## src/rtl/control_unit.sv

```systemverilog
// -----------------------------------------------------------------------------
// control_unit
//
// Multi-cycle controller for a small accumulator-style CPU. A single state
// register steps through fetch, decode and execute phases; every control
// output is decoded combinationally from the current state, the instruction
// register contents and the zero flag.
//
// Ports
//    clk             sole clock, rising edge
//    rst             synchronous, active-high reset (returns to S_IDLE)
//    instruction     current IR contents: opcode[ws-1:ws-4], src[3:2], dest[1:0]
//    zero            ALU-result-zero flag, only consulted in S_DEC
//    Load_R0..R3     register file load enables (at most one per cycle)
//    Load_PC/Inc_PC  program counter load / increment (never both)
//    Load_IR, Load_Add_R, Load_Reg_Y, Load_Reg_Z   datapath register loads
//    Sel_Bus_1_Mux   0..3 = R0..R3, 4 = PC
//    Sel_Bus_2_Mux   0 = ALU, 1 = Bus_1, 2 = memory
//    write           memory write strobe
//    state           current state code, for debug and verification
// -----------------------------------------------------------------------------
module control_unit #(
   parameter int ws = 8
) (
   input  logic          clk,
   input  logic          rst,
   input  logic [ws-1:0] instruction,
   input  logic          zero,
   output logic          Load_R0,
   output logic          Load_R1,
   output logic          Load_R2,
   output logic          Load_R3,
   output logic          Load_PC,
   output logic          Inc_PC,
   output logic          Load_IR,
   output logic          Load_Add_R,
   output logic          Load_Reg_Y,
   output logic          Load_Reg_Z,
   output logic [2:0]    Sel_Bus_1_Mux,
   output logic [1:0]    Sel_Bus_2_Mux,
   output logic          write,
   output logic [3:0]    state
);

   typedef enum logic [3:0] {
      S_IDLE = 4'd0,
      S_FET1 = 4'd1,
      S_FET2 = 4'd2,
      S_DEC  = 4'd3,
      S_EX1  = 4'd4,
      S_RD1  = 4'd5,
      S_RD2  = 4'd6,
      S_WR1  = 4'd7,
      S_WR2  = 4'd8,
      S_BR1  = 4'd9,
      S_BR2  = 4'd10,
      S_HALT = 4'd11
   } state_t;

   localparam logic [3:0] OP_NOP = 4'd0;
   localparam logic [3:0] OP_ADD = 4'd1;
   localparam logic [3:0] OP_SUB = 4'd2;
   localparam logic [3:0] OP_AND = 4'd3;
   localparam logic [3:0] OP_NOT = 4'd4;
   localparam logic [3:0] OP_RD  = 4'd5;
   localparam logic [3:0] OP_WR  = 4'd6;
   localparam logic [3:0] OP_BR  = 4'd7;
   localparam logic [3:0] OP_BRZ = 4'd8;

   localparam logic [2:0] SEL1_PC  = 3'd4;
   localparam logic [1:0] SEL2_ALU = 2'd0;
   localparam logic [1:0] SEL2_B1  = 2'd1;
   localparam logic [1:0] SEL2_MEM = 2'd2;

   state_t state_q, state_d;

   logic [3:0] opcode;
   logic [1:0] src;
   logic [1:0] dest;
   logic [3:0] load_r;    // one-hot register file load vector
   logic [3:0] dest_hot;  // dest decoded to one-hot

   assign opcode   = instruction[ws-1:ws-4];
   assign src      = instruction[3:2];
   assign dest     = instruction[1:0];
   assign dest_hot = 4'b0001 << dest;

   always_ff @(posedge clk) begin
      if (rst) begin
         state_q <= S_IDLE;
      end else begin
         state_q <= state_d;
      end
   end

   always_comb begin
      state_d       = state_q;
      load_r        = 4'b0000;
      Load_PC       = 1'b0;
      Inc_PC        = 1'b0;
      Load_IR       = 1'b0;
      Load_Add_R    = 1'b0;
      Load_Reg_Y    = 1'b0;
      Load_Reg_Z    = 1'b0;
      Sel_Bus_1_Mux = 3'd0;
      Sel_Bus_2_Mux = 2'd0;
      write         = 1'b0;

      case (state_q)
         S_IDLE: state_d = S_FET1;

         S_FET1: begin
            // Place PC into the address register
            Sel_Bus_1_Mux = SEL1_PC;
            Sel_Bus_2_Mux = SEL2_B1;
            Load_Add_R    = 1'b1;
            state_d       = S_FET2;
         end

         S_FET2: begin
            Sel_Bus_2_Mux = SEL2_MEM;
            Load_IR       = 1'b1;
            Inc_PC        = 1'b1;
            state_d       = S_DEC;
         end

         S_DEC: begin
            case (opcode)
               OP_NOP: state_d = S_FET1;
               OP_ADD, OP_SUB, OP_AND: begin
                  Sel_Bus_1_Mux = {1'b0, src};
                  Load_Reg_Y    = 1'b1;
                  state_d       = S_EX1;
               end
               OP_NOT: begin
                  // Unary op completes in decode: result goes straight back
                  Sel_Bus_1_Mux = {1'b0, src};
                  Sel_Bus_2_Mux = SEL2_ALU;
                  Load_Reg_Z    = 1'b1;
                  load_r        = dest_hot;
                  state_d       = S_FET1;
               end
               OP_RD, OP_WR, OP_BR, OP_BRZ: begin
                  if (opcode == OP_BRZ && !zero) begin
                     // Branch not taken: step PC over the address byte
                     Inc_PC  = 1'b1;
                     state_d = S_FET1;
                  end else begin
                     // Point the address register at the operand byte
                     Sel_Bus_1_Mux = SEL1_PC;
                     Sel_Bus_2_Mux = SEL2_B1;
                     Load_Add_R    = 1'b1;
                     case (opcode)
                        OP_RD:   state_d = S_RD1;
                        OP_WR:   state_d = S_WR1;
                        default: state_d = S_BR1;
                     endcase
                  end
               end
               default: state_d = S_HALT;
            endcase
         end

         S_EX1: begin
            Sel_Bus_1_Mux = {1'b0, dest};
            Sel_Bus_2_Mux = SEL2_ALU;
            Load_Reg_Z    = 1'b1;
            load_r        = dest_hot;
            state_d       = S_FET1;
         end

         S_RD1, S_WR1: begin
            // Operand byte becomes the data address
            Sel_Bus_2_Mux = SEL2_MEM;
            Load_Add_R    = 1'b1;
            Inc_PC        = 1'b1;
            state_d       = (state_q == S_RD1) ? S_RD2 : S_WR2;
         end

         S_RD2: begin
            Sel_Bus_2_Mux = SEL2_MEM;
            load_r        = dest_hot;
            state_d       = S_FET1;
         end

         S_WR2: begin
            Sel_Bus_1_Mux = {1'b0, src};
            write         = 1'b1;
            state_d       = S_FET1;
         end

         S_BR1: begin
            Sel_Bus_2_Mux = SEL2_MEM;
            Load_Add_R    = 1'b1;
            state_d       = S_BR2;
         end

         S_BR2: begin
            Sel_Bus_2_Mux = SEL2_MEM;
            Load_PC       = 1'b1;
            state_d       = S_FET1;
         end

         S_HALT: state_d = S_HALT;

         // Unused encodings recover to idle with all outputs quiet
         default: state_d = S_IDLE;
      endcase
   end

   assign Load_R0 = load_r[0];
   assign Load_R1 = load_r[1];
   assign Load_R2 = load_r[2];
   assign Load_R3 = load_r[3];
   assign state   = state_q;

endmodule

```

## config.mk

```make
export PLATFORM = sky130hd
export DESIGN_NAME = control_unit
export DESIGN_NICKNAME = d
export VERILOG_FILES = /design/src/rtl/control_unit.sv
export SDC_FILE = /design/constraint.sdc
export NUM_CORES = 1
export LEC_CHECK = 0
export BUFFER_PORTS_ARGS = -buffer_cell sky130_fd_sc_hd__buf_2
export CORE_UTILIZATION = 37
export CTS_CLUSTER_DIAMETER = 60
export DETAILED_ROUTE_END_ITERATION = 16
export PLACE_DENSITY = 0.69
export SLEW_MARGIN = 20
export SYNTH_ARGS = -nofsm -noshare
export SYNTH_HDL_FRONTEND = slang
export SYNTH_SLANG_ARGS = --single-unit
```

## constraint.sdc

```tcl
create_clock -name clk -period 1.9 [get_ports clk]
set_input_delay 0.38 -clock clk [delete_from_list [all_inputs] [get_ports clk]]
set_output_delay 0.38 -clock clk [all_outputs]
set_load 0.005 [all_outputs]
```

==> impl_metrics.py <==
metrics = {
    "status": {
        "status": "completed",
    },
    "logic_synthesis": {
        "synth_seq_cells": 4,
        "synthesis.area_um2": 562,
        "yosysUniqueCellTypes": 37,
        "synth-edff-count": 0,
        "syn_nets": 88,
        "ys_top_cells_by_area": "dfxtp_1, nor2b_1, a21oi_1",
        "netlist.area_leader.share_pct": 14.3,
        "synth_top_area_cell": "dfxtp_1",
        "syn-mean-instance-area_um2": 7.30,
        "synthTopCellsByCount": "a21oi_1, nor2_1, nor2b_1",
        "seq_area_frac_synth_pct": 14.3,
        "syn_inst": 77,
        "async_flop_share_pct": 0,
        "ys.flop_type": "dfxtp_1",
        "yosysWarningCount": 0,
    },
    "power": {
        "p_per_area_nw_per_um2": 468,
        "peakVddDrop_mv": 0.326,
        "p_leak_nw": 0.374,
    },
    "floorplan": {
        "io_pins": 31,
        "fp.dieH_um": 41.0,
        "num_rows": 13,
        "dieArea_um2": 1680,
        "start_util_pct": 41.6,
        "core_um2": 1350,
        "die_x_um": 41.0,
    },
    "global_route": {
        "grt_pass1_wl_um": 2360,
        "grt_pass1_vias": 552,
        "overflow": 0,
        "antenna_found_initial": 0,
        "grt_use_total_pct": 21.3,
        "grt_max_degree": 17,
    },
    "finish": {
        "layout.nets": 124,
        "area_growth_pct": 42.8,
        "diodes": 0,
        "drive_gt1_share_pct": 45.9,
        "largest_reg_flops": 4,
    },
    "sta": {
        "max_freq_mhz": 555,
        "hold_viol": 0,
        "rsz0062_at_grt": "false",
        "post-route-min-period_ns": 1.80,
        "worst_pin_slew_ns": 0.302,
        "setup-violations-final": 0,
        "timing.max_slew.rel_slack_pct": 79.6,
        "finalCritPeriodShare_pct": 94.9,
        "fin_tns_setup_ns": 0,
        "whs_ns": 0.445,
        "fin_skew_ns": 0.00397,
        "drv_slew": 0,
    },
    "setup_path": {
        "critPathMaxFanout": 7,
        "cp-start-kind": "register",
        "required_ns": 1.52,
        "crit_type": "reg2out",
        "reg2reg_setup_slack_ns": 0.64,
        "critical_path_arrival_ns": 1.42,
        "cp-end-kind": "primary output",
    },
    "routing": {
        "drt_iter0_drc": 19,
        "drt-wirelength-per-cell_um": 13.2,
        "vias": 718,
        "routed_via_density": 5.70,
        "drt-total-wl_um": 1660,
        "dr.pass1.iters": 4,
        "ant_nets": 0,
        "drc": 0,
    },
    "clock_network": {
        "clkSlewWorstSetupHoldPaths_ns": 0.04,
        "cts_root_buf": "clkbuf_4",
        "clk_path_buf_depth": 2,
        "cts_buffers": 3,
        "h-tree-depth": 1,
        "clk_latency_ns": 0.23,
        "cts_sinks": 4,
        "cts_tree": "built",
        "cts_hold_repair.buffers": 0,
    },
    "place": {
        "dp_hpwl_um": 1240,
        "portBuffers": 30,
        "gp_congestion": 0.854,
    },
    "hold_path": {
        "hold_class": "in2reg",
    },
    "job": {
        "maxCapViolCount": 0,
    },
}
[cell families (layout without fill, tap and decap cells)]
| logic type | after synthesis | after routing | share of synthesized area, % |
|---|---|---|---|
| flip-flops | 4 | 4 | 14.3 |
| buffers and inverters | 9 | 43 | 8.46 |
| AO/OA/AOI/OAI | 27 | 27 | 36.3 |
| XOR/XNOR | 1 | 1 | 1.56 |
| AND/OR/NAND/NOR | 36 | 36 | 39.4 |
[placed cells by master (no fill, tap or decap), types with 2 or more instances in the layout]
master,n
nor3_1,4
a22oi_1,2
nand2b_1,2
clkbuf_4,3
inv_1,3
or2_2,2
nand2_1,4
a21oi_1,6
a32oi_1,2
o21ai_0,3
nor3b_2,2
o2bb2ai_1,2
buf_2,30
buf_4,7
nor2b_1,5
dfxtp_1,3
nor2_1,6
[power by group]
part / internal, mW / total, mW / switching (mW)
sequential: 0.0912 / 0.0948 / 0.00360
combinational: 0.0803 / 0.178 / 0.0981
clock: 0.0704 / 0.102 / 0.0318
total: 0.242 / 0.375 / 0.133
[worst max-delay path, cell delays in order, from the launching register on]
cell and delay (ns):
dfxtp_2 0.33, and4bb_2 0.37, and4_1 0.24, o2bb2ai_1 0.12, buf_2 0.13
[final timing paths]
kind	startpoint	end	cells past startpoint
setup reg to reg	state[1]	state[2]	4
hold reg to reg	state[3]	state[2]	2
hold / removal	rst	state[2]	3
setup / recovery	state[2]	Sel_Bus_1_Mux[1]	4
[layout make-up]
cell class	count	area [um2]
clock buffers	3	22.5
repair buffers	37	203
inverters	3	11.3
multi-input cells	64	465
flip-flops and latches	4	81.3
fillers	139	548
well taps	15	18.8
[repair_timing]
action	in CTS	in global routing
setup endpoints to repair	2	6
buffers inserted	0	0
pin swaps	0	0
gates resized for setup	1	5
[metal layers]
metal	part of all wire (%)	routed length, um	track usage [%]	vias up
met1	47	772	28.9	325
met4	0	0	10.0	0
met5	0	0	0	-
met3	6.0	99	3.26	0
met2	47	785	32.4	28
li1	-	-	-	365
[per-stage QoR]
step	util (%)	setup WS [ns]	area, um2	power [mW]	instances
2_1_floorplan	-	0.264	562	0.201	77
3_3_place_gp	55.3	0.125	747	0.265	123
6_report	59.4	0.0967	802	0.375	126
5_1_grt	59.4	0.0248	802	0.403	126
4_1_cts	57.6	0.0317	777	0.378	126
3_5_place_dp	55.3	0.112	747	0.267	123
Note: power is estimated with default switching activity, not from simulation.
